[src/rtl/sdram_tg_pkg.sv]
// Shared types for the SDRAM traffic generator: FSM state encoding,
// error-counter width and a saturating add used by the read checker.
package sdram_tg_pkg;

    localparam int ERR_W = 16;

    typedef enum logic [3:0] {
        ST_IDLE,
        ST_WAIT_INIT,
        ST_WR_REQ,
        ST_WR_WAIT,
        ST_WR_GAP,
        ST_RD_REQ,
        ST_RD_WAIT,
        ST_RD_GAP,
        ST_FIN
    } tg_state_e;

    // A single read cycle can add up to two errors (bad word plus bad burst length).
    function automatic logic [ERR_W-1:0] sat_add(input logic [ERR_W-1:0] a,
                                                 input logic [1:0]       inc);
        logic [ERR_W:0] sum;
        sum = {1'b0, a} + {{(ERR_W-1){1'b0}}, inc};
        return sum[ERR_W] ? {ERR_W{1'b1}} : sum[ERR_W-1:0];
    endfunction

endpackage

[src/rtl/sdram_tg_addr_gen.sv]
// Column/row address counter for the traffic generator: steps by one burst,
// rolls the column over into the next row, row wraps naturally at 2^ASIZE.
module sdram_tg_addr_gen #(
    parameter int ASIZE   = 13,
    parameter int SC_BL   = 8,
    parameter int COL_MAX = 512
) (
    input  logic             clk,
    input  logic             rst_n,
    input  logic             clear,
    input  logic             step,
    output logic [ASIZE-1:0] caddr,
    output logic [ASIZE-1:0] raddr
);

    localparam logic [ASIZE-1:0] COL_STEP = ASIZE'(SC_BL);
    localparam logic [ASIZE-1:0] COL_LAST = ASIZE'(COL_MAX - SC_BL);

    logic [ASIZE-1:0] caddr_q, caddr_d;
    logic [ASIZE-1:0] raddr_q, raddr_d;

    // Clear wins over step so a phase change never leaves a stale address.
    always_comb begin
        caddr_d = caddr_q;
        raddr_d = raddr_q;
        if (clear) begin
            caddr_d = '0;
            raddr_d = '0;
        end else if (step) begin
            if (caddr_q == COL_LAST) begin
                caddr_d = '0;
                raddr_d = raddr_q + ASIZE'(1);
            end else begin
                caddr_d = caddr_q + COL_STEP;
            end
        end
    end

    always_ff @(posedge clk) begin
        if (!rst_n) begin
            caddr_q <= '0;
            raddr_q <= '0;
        end else begin
            caddr_q <= caddr_d;
            raddr_q <= raddr_d;
        end
    end

    assign caddr = caddr_q;
    assign raddr = raddr_q;

endmodule

[src/rtl/sdram_traffic_gen.sv]
// User-side write/read-back traffic master for sdram_control.
// Define SDRAM_TG_CHECK_EN to build the read-data checker and Err_cnt logic.
module sdram_traffic_gen
    import sdram_tg_pkg::*;
#(
    parameter int DSIZE      = 16,
    parameter int ASIZE      = 13,
    parameter int BSIZE      = 2,
    parameter int SC_BL      = 8,
    parameter int COL_MAX    = 512,
    parameter int BANK       = 2,
    parameter int NUM_BURSTS = 100,
    parameter int GAP_CYCLES = 500,
    parameter int SEED       = 0
) (
    input  logic             Clk,
    input  logic             Rst_n,
    input  logic             Start,
    input  logic             Init_done,
    output logic             Wr,
    output logic             Rd,
    output logic [ASIZE-1:0] Caddr,
    output logic [ASIZE-1:0] Raddr,
    output logic [BSIZE-1:0] Baddr,
    output logic [DSIZE-1:0] Wr_data,
    input  logic             Wr_data_vaild,
    input  logic             Wdata_done,
    input  logic [DSIZE-1:0] Rd_data,
    input  logic             Rd_data_vaild,
    input  logic             Rdata_done,
    output logic             Busy,
    output logic             Done,
    output logic             Pass,
    output logic [15:0]      Err_cnt
);

    localparam int GAP_W   = (GAP_CYCLES > 1) ? $clog2(GAP_CYCLES) : 1;
    localparam int BURST_W = (NUM_BURSTS > 1) ? $clog2(NUM_BURSTS) : 1;
    localparam logic [DSIZE-1:0] SEED_V = DSIZE'(SEED);

    tg_state_e        state_q, state_d;
    logic             start_prev_q;
    logic             start_edge;
    logic             wr_q, wr_d;
    logic             rd_q, rd_d;
    logic             busy_q, busy_d;
    logic             done_q, done_d;
    logic             pass_q, pass_d;
    logic [DSIZE-1:0] wr_data_q, wr_data_d;
    logic [GAP_W-1:0] gap_cnt_q, gap_cnt_d;
    logic [BURST_W-1:0] burst_cnt_q, burst_cnt_d;
    logic             addr_clear, addr_step, run_clear;
    logic             gap_last, burst_last;
    logic             check_ok;
    logic [ERR_W-1:0] err_cnt;

    assign start_edge = Start & ~start_prev_q;
    assign gap_last   = (gap_cnt_q == GAP_W'(GAP_CYCLES - 1));
    assign burst_last = (burst_cnt_q == BURST_W'(NUM_BURSTS - 1));

    sdram_tg_addr_gen #(
        .ASIZE   (ASIZE),
        .SC_BL   (SC_BL),
        .COL_MAX (COL_MAX)
    ) u_addr_gen (
        .clk   (Clk),
        .rst_n (Rst_n),
        .clear (addr_clear),
        .step  (addr_step),
        .caddr (Caddr),
        .raddr (Raddr)
    );

    always_comb begin
        state_d     = state_q;
        wr_d        = 1'b0;
        rd_d        = 1'b0;
        busy_d      = busy_q;
        done_d      = done_q;
        pass_d      = pass_q;
        wr_data_d   = wr_data_q;
        gap_cnt_d   = gap_cnt_q;
        burst_cnt_d = burst_cnt_q;
        addr_clear  = 1'b0;
        addr_step   = 1'b0;
        run_clear   = 1'b0;
        case (state_q)
            ST_IDLE, ST_FIN: begin
                if (start_edge) begin
                    state_d     = ST_WAIT_INIT;
                    busy_d      = 1'b1;
                    done_d      = 1'b0;
                    pass_d      = 1'b0;
                    wr_data_d   = SEED_V;
                    gap_cnt_d   = '0;
                    burst_cnt_d = '0;
                    addr_clear  = 1'b1;
                    run_clear   = 1'b1;
                end
            end
            ST_WAIT_INIT: begin
                if (Init_done) begin
                    state_d = ST_WR_REQ;
                    wr_d    = 1'b1;
                end
            end
            ST_WR_REQ: state_d = ST_WR_WAIT;
            ST_WR_WAIT: begin
                if (Wr_data_vaild) begin
                    wr_data_d = wr_data_q + DSIZE'(1);
                end
                if (Wdata_done) begin
                    state_d   = ST_WR_GAP;
                    gap_cnt_d = '0;
                end
            end
            ST_WR_GAP: begin
                gap_cnt_d = gap_cnt_q + GAP_W'(1);
                if (gap_last) begin
                    gap_cnt_d = '0;
                    if (burst_last) begin
                        burst_cnt_d = '0;
                        addr_clear  = 1'b1;
                        state_d     = ST_RD_REQ;
                        rd_d        = 1'b1;
                    end else begin
                        burst_cnt_d = burst_cnt_q + BURST_W'(1);
                        addr_step   = 1'b1;
                        state_d     = ST_WR_REQ;
                        wr_d        = 1'b1;
                    end
                end
            end
            ST_RD_REQ: state_d = ST_RD_WAIT;
            ST_RD_WAIT: begin
                if (Rdata_done) begin
                    state_d   = ST_RD_GAP;
                    gap_cnt_d = '0;
                end
            end
            ST_RD_GAP: begin
                gap_cnt_d = gap_cnt_q + GAP_W'(1);
                if (gap_last) begin
                    gap_cnt_d = '0;
                    if (burst_last) begin
                        burst_cnt_d = '0;
                        state_d     = ST_FIN;
                        busy_d      = 1'b0;
                        done_d      = 1'b1;
                        pass_d      = check_ok;
                    end else begin
                        burst_cnt_d = burst_cnt_q + BURST_W'(1);
                        addr_step   = 1'b1;
                        state_d     = ST_RD_REQ;
                        rd_d        = 1'b1;
                    end
                end
            end
            default: state_d = ST_IDLE;
        endcase
    end

    // Edge detector resets high so a button still held through reset does not auto-start.
    always_ff @(posedge Clk) begin
        if (!Rst_n) begin
            state_q      <= ST_IDLE;
            start_prev_q <= 1'b1;
            wr_q         <= 1'b0;
            rd_q         <= 1'b0;
            busy_q       <= 1'b0;
            done_q       <= 1'b0;
            pass_q       <= 1'b0;
            wr_data_q    <= SEED_V;
            gap_cnt_q    <= '0;
            burst_cnt_q  <= '0;
        end else begin
            state_q      <= state_d;
            start_prev_q <= Start;
            wr_q         <= wr_d;
            rd_q         <= rd_d;
            busy_q       <= busy_d;
            done_q       <= done_d;
            pass_q       <= pass_d;
            wr_data_q    <= wr_data_d;
            gap_cnt_q    <= gap_cnt_d;
            burst_cnt_q  <= burst_cnt_d;
        end
    end

`ifdef SDRAM_TG_CHECK_EN
    localparam int WC_W = $clog2(SC_BL + 1) + 1;

    logic [DSIZE-1:0] exp_q, exp_d;
    logic [WC_W-1:0]  word_cnt_q, word_cnt_d, words_seen;
    logic [1:0]       err_inc;
    logic [ERR_W-1:0] err_cnt_q, err_cnt_d;

    // A word arriving with Rdata_done is counted before the burst-length check.
    always_comb begin
        exp_d      = exp_q;
        word_cnt_d = word_cnt_q;
        err_cnt_d  = err_cnt_q;
        err_inc    = 2'd0;
        words_seen = word_cnt_q;
        if (run_clear) begin
            exp_d      = SEED_V;
            word_cnt_d = '0;
            err_cnt_d  = '0;
        end else if (state_q == ST_RD_REQ) begin
            word_cnt_d = '0;
        end else if (state_q == ST_RD_WAIT) begin
            if (Rd_data_vaild) begin
                exp_d = exp_q + DSIZE'(1);
                if (word_cnt_q != {WC_W{1'b1}}) begin
                    words_seen = word_cnt_q + WC_W'(1);
                end
                if (Rd_data != exp_q) begin
                    err_inc = err_inc + 2'd1;
                end
            end
            if (Rdata_done && (words_seen != WC_W'(SC_BL))) begin
                err_inc = err_inc + 2'd1;
            end
            word_cnt_d = words_seen;
            err_cnt_d  = sat_add(err_cnt_q, err_inc);
        end
    end

    always_ff @(posedge Clk) begin
        if (!Rst_n) begin
            exp_q      <= SEED_V;
            word_cnt_q <= '0;
            err_cnt_q  <= '0;
        end else begin
            exp_q      <= exp_d;
            word_cnt_q <= word_cnt_d;
            err_cnt_q  <= err_cnt_d;
        end
    end

    assign err_cnt  = err_cnt_q;
    assign check_ok = (err_cnt_q == '0);
`else
    logic unused_check;

    assign err_cnt      = '0;
    assign check_ok     = 1'b1;
    assign unused_check = ^{Rd_data, Rd_data_vaild, run_clear};
`endif

    assign Wr      = wr_q;
    assign Rd      = rd_q;
    assign Baddr   = BSIZE'(BANK);
    assign Wr_data = wr_data_q;
    assign Busy    = busy_q;
    assign Done    = done_q;
    assign Pass    = pass_q;
    assign Err_cnt = err_cnt;

endmodule

[config.mk]
export PLATFORM = sky130hd
export DESIGN_NAME = sdram_traffic_gen
export DESIGN_NICKNAME = d
export VERILOG_FILES = /design/src/rtl/sdram_tg_pkg.sv /design/src/rtl/sdram_tg_addr_gen.sv /design/src/rtl/sdram_traffic_gen.sv
export SDC_FILE = /design/constraint.sdc
export NUM_CORES = 1
export LEC_CHECK = 0
export ABC_AREA = 1
export CORE_MARGIN = 2
export CORE_UTILIZATION = 46
export CTS_CLUSTER_SIZE = 10
export DETAILED_ROUTE_END_ITERATION = 8
export PLACE_DENSITY = 0.77
export SETUP_SLACK_MARGIN = 0.2
export SYNTH_ARGS = -nofsm -noshare
export SYNTH_HDL_FRONTEND = slang
export SYNTH_SLANG_ARGS = --single-unit
[constraint.sdc]
create_clock -name Clk -period 1.5 [get_ports Clk]
set_clock_uncertainty 0.2 [all_clocks]
set_input_delay 0.3 -clock Clk [delete_from_list [all_inputs] [get_ports Clk]]
set_output_delay 0.3 -clock Clk [all_outputs]
set_load 0.01 [all_outputs]
Yosys cells after proc, flatten, opt, wreduce, memory -nomap -nowiden --
Index checks and enable logic that the tools add are counted.
Storage, ports and cells: register bits after elaboration 67, bits of input ports 24, output and inout bits 65, logic and storage cells 93
Operators by class: add/sub/neg operators 5, eq/ne operators 20, multiplexer cells 40, bitwise logic cells 3, reductions and logical operators 14
Operators by type and width (count):
- 9-bit 2-to-1 mux | 4
- 9-bit case mux with 4 select lines | 1
- 16-bit 2-to-1 mux | 2
- 16-bit case mux with 2 select lines | 1
- 4-bit case mux with 8 select lines | 1
- 4-bit 2-to-1 mux | 7
- 7-bit 2-to-1 mux | 3
- 16-bit by 1-bit adder with 16-bit output, second input constant | 1
- 4-bit by 3-bit == test with 1-bit output, second input constant | 4
- 2-bit != test, second input constant | 8
- 7-bit case mux with 2 select lines | 1
- 13-bit by 1-bit adder with 13-bit output, second input constant | 1
- 13-bit by 4-bit adder with 13-bit output, second input constant | 1
- 13-bit by 9-bit == test with 1-bit output, second input constant | 1
- 1-bit 2-to-1 mux | 13
- 13-bit 2-to-1 mux | 1
- 1-bit case mux with 2 select lines | 5
- 9-bit by 1-bit adder with 9-bit output, second input constant | 1
- 9-bit == test, second input constant | 1
- 4-bit by 2-bit == test with 1-bit output, second input constant | 2
- 4-bit AND reduction | 2
- 7-bit by 1-bit adder with 7-bit output, second input constant | 1
- 7-bit == test, second input constant | 1
- 3-bit AND reduction | 2
- 12 further kinds | 17

Depth between registers and ports, before layout --
depth in word-level cells 5, gate-level depth with buffers 11, mapped depth without buffers 11

By module --
A second synthesis with hierarchy kept.
Unflattened totals: cells, all modules 573, area, all modules 3801.1 sq um
Modules (own cells, without submodules):
- sdram_traffic_gen | times used 1, cells an instance 382, area each 2462.4 sq um, sequential area each 820.8 sq um
- sdram_tg_addr_gen | times used 1, cells an instance 191, area each 1338.8 sq um, sequential area each 460.4 sq um

Worst setup path after synthesis --
Ideal clock, no wire load.
kind flip-flop to flip-flop, start register gap_cnt_q[0], end register burst_cnt_q[3], setup time 0.115 ns, arrival time 1.373 ns, data required time 1.185 ns, path slack -0.188 ns, cell stages (with the launch flop) 12, path buffers 1, clock period less this slack 1.688 ns, path through dfxtp_1 ha_1 nand2_1 inv_1 nand2_1 nor2_2 nand2_1 nand2_1 buf_4 o21ai_0 nand2_1 nor2_1
On the way: longest elaborated chain between the ends 3
RTL lines:
- from (decl) | line sdram_traffic_gen.sv:50 | logic [GAP_W-1:0] gap_cnt_q, gap_cnt_d;
- from (signal assigned) | line sdram_traffic_gen.sv:185 | gap_cnt_q <= gap_cnt_d;
- 9-bit == test | line sdram_traffic_gen.sv:58 | assign gap_last = (gap_cnt_q == GAP_W'(GAP_CYCLES - 1));
- 2-bit by 1-bit != test with 1-bit output (no line)
- 3-bit AND reduction (no line)
- to (signal assigned) | line sdram_traffic_gen.sv:186 | burst_cnt_q <= burst_cnt_d;
- to (decl) | line sdram_traffic_gen.sv:51 | logic [BURST_W-1:0] burst_cnt_q, burst_cnt_d;
Every way passes these cells. A chain may end at the register's enable or synchronous reset.

Worst setup path in the final report --
start register gap_cnt_q[1], end register u_addr_gen.caddr_q[7], in the netlist u_addr_gen.caddr[7]
On the way: longest elaborated chain between the ends 4, elaborated cells between the ends (all ways) 6, those cells by class eq/ne (1); mux (4); reduce/logical (1)
RTL lines:
- 9-bit == test * | line sdram_traffic_gen.sv:58
- 1-bit 2-to-1 mux | line sdram_traffic_gen.sv:119 | if (gap_last) begin
- 1-bit case mux with 2 select lines | line sdram_traffic_gen.sv:87 | case (state_q)
- 2-bit OR reduction (no line)
- to (signal assigned) | line sdram_tg_addr_gen.sv:44 | caddr_q <= caddr_d;
- to (decl) | line sdram_tg_addr_gen.sv:19 | logic [ASIZE-1:0] caddr_q, caddr_d;
Mark *: on every way between the ends. The rest lies on a longest branch, timed or not.

==> reports/metrics.yaml <==
violations: "setup timing"
grt_antenna_before_repair: 0
fin_ws_ps: -403
yosysSeqAreaShare_pct: 32.4
finalHoldViolations: 0
syn_to_final_growth_pct: 78.9
antenna_cells: 0
p_sw_mw: 1.86
synth_cell_types: 36
synthCells: 600
clkPwrFrac_pct: 35.5
rsz0062_at_grt: "true"
dp_hpwl_um: 7630
clockBufferDepth: 2
drt_wl_total_um: 17700
cts_tree: "built"
crit_chain: "ha_4, nand2_4, inv_2, nand2_2, nor2_4, buf_6, nand3_2, nor2_2, nor2_1, nor2_1"
seq_power_share_pct: 33.5
fin_area_mm2: 0.00707
drtPass1Iterations: 5
fin_cells: 903
synth.top_cells.by_area: "dfxtp_1, nand2_1, nand3_1"
cts_sinks: 64
yosysWarningCount: 0
die_y_um: 96.7
nets: 822
fin_crit_sh_pct: 127
grt_util_met1_pct: 30.5
cpMaxStageDelayCell: "dfxtp_2"
postLayoutCoreUtil_pct: 85.6
critical_path_class: "flop to flop"
crit_buf_inv: 2
period_minus_slack_ps: 1900
htree_levels: 3
drc: 0
power.density_mw_per_mm2: 754
die_x_um: 96.7
grt_start_max_net_pins: 14
grt_pass1_wl_um: 21400
wl_per_cell_um: 19.6
fp.coreArea_mm2: 0.00826
num_rows: 33
synth_area_mm2: 0.00395
ant_nets: 0
vias: 5363
critPathMaxStageDelay_ps: 370
finalPower_mw: 5.33
async_flop_share_pct: 0
worst-path-max-fanout: 3
synth_top_area_share_pct: 32.4
drt_iter0_markers: 511
worstSetupStartpointType: "flop"
pwr-share-comb_pct: 31.0
finalSetupViolCount: 63
drive_above_1_share_pct: 57.4
crit_family: "simple AND/OR/NAND/NOR gates"
cts_hold_buf: 0
start_util_pct: 47.8
cap_violations: 0
viasPerCell: 5.94
io_buffers: 50
path_clk_slew_ps: 80
vdd_drop_max_uv: 667
fmaxAchievable_ghz: 0.525
status: "complete, but fails checks"
synthFlopType: "dfxtp_1"
worst_ep_required_time_ps: 1580
gp_congestion: 0.869
cp.arrival_ps: 1990
first_global_vias: 4712
cts_buffers: 9
synth_seq_cells: 64
die-area_mm2: 0.00935
grt-ovfl-total: 0
path_common_cell: "nor2_1"
dpl_cell_area_mm2: 0.00540
grt_util_met3_pct: 4.91
ios: 89
cp-end-kind: "flop"
synth-edff-count: 0
intPower_mw: 3.48
slew_violations: 0
clkLatencyLatePin_ps: 370
met2_usage_pct: 49.8
place_inst: 839
hold_ws_ps: 272
cts-root-buf: "clkbuf_8"
synth_top_area_cell: "dfxtp_1"
grt.busiest_layer: "met2"
p_leak_nw: 3.02
hold_class: "flop to flop"
syn_area_per_cell_um2: 6.59
yosys-top-cells-count: "nand2_1, inv_1, nor2_1, dfxtp_1, nand3_1"
swShare_pct: 34.8
grtUsageTotal_pct: 27.4
synth_most_common_cell: "nand2_1"
[cell families (layout without fill, tap and decap cells)]
kind of cell             after synthesis  count (layout)  synth area share (%)
AO/OA/AOI/OAI                         72              72                  9.97
XOR/XNOR                               7               7                  1.55
adder cells (fa/ha/maj)                5               5                  1.58
buffers and inverters                104             278                  13.0
flip-flops                            64              64                  32.4
other                                  2              21                 0.190
AND/OR/NAND/NOR                      346             351                  41.3
[worst min-delay path: stages (launching register included)]
cell     delay, ps
dfxtp_2        340
inv_1           60
a21oi_2         50
[power by group through the flow]
stage                     combinational (mW)  clock [mW]  sequential [mW]
after floorplan                        0.638           0             1.84
after global placement                 0.918           0             1.83
after detailed placement               0.934           0             1.84
after CTS                               1.08        1.83             1.79
after global routing                    1.72        1.96             1.79
final                                   1.65        1.89             1.79
[what timing repair did]
item	4_1_cts	5_1_grt
resized for setup	329	157
gates cloned	3	4
pin swaps	31	67
endpoints found under the setup margin	107	105
setup buffers	23	18
[per-stage QoR]
stage / TNS, ps / setup WS, ps
final: -15060 / -403
after global routing: -18670 / -481
after CTS: -5810 / -145
after detailed placement: -24190 / -558
after global placement: -22580 / -498
after floorplan: -1540 / -76.2
[metal layers]
metal  wire, µm  share of wire (%)  vias to the layer above
met2       8770                 49                      444
met3       1510                8.5                      163
li1           -                  -                     2286
met4       1480                8.3                        0
met5          0                  0                        -
met1       5980                 34                     2470
[state kept, by name, indices dropped and copies added (netlist names)]
name              flops
Wr_data              16
u_addr_gen.raddr     13
u_addr_gen.caddr     10
gap_cnt_q             9
burst_cnt_q           7
state_q               4
Busy                  1
Pass                  1
Rd                    1
Wr                    1
start_prev_q          1
[path summary, 6_finish.rpt]
| check | startpoint | endpoint | slack, ps | depth (start not counted) |
|---|---|---|---|---|
| setup reg to reg | gap_cnt_q[1] | u_addr_gen.caddr[7] | -400 | 10 |
| hold reg to reg | Wr_data[4] | Wr_data[4] | 270 | 2 |
| hold / removal | Wr_data[4] | Wr_data[4] | 270 | 2 |
| setup / recovery | gap_cnt_q[1] | u_addr_gen.caddr[7] | -400 | 10 |
[final cells by class]
type	count	area, µm²
flip-flops and latches	64	1390
clock buffers	10	128
multi-input cells	456	3180
fillers	380	1190
inverters	72	298
well taps	105	131
repair buffers	190	1840
clock inverters	6	106
[cells in the final DEF, fill, tap and decap left out, types with 8 or more instances in the layout]
master and count:
dfxtp_1 12, a21oi_1 17, nand3_1 25, nor2_4 18
nor2_1 41, inv_1 57, nand3_2 23, conb_1 21
nand3_4 14, inv_2 8, buf_4 97, nand4_1 16
nand2_4 23, dfxtp_2 36, dfxtp_4 16, nand2_1 112
a21oi_2 35, nand2_2 42, buf_6 78, clkbuf_8 9
nor2_2 11
(Power assumes the default switching activity.)
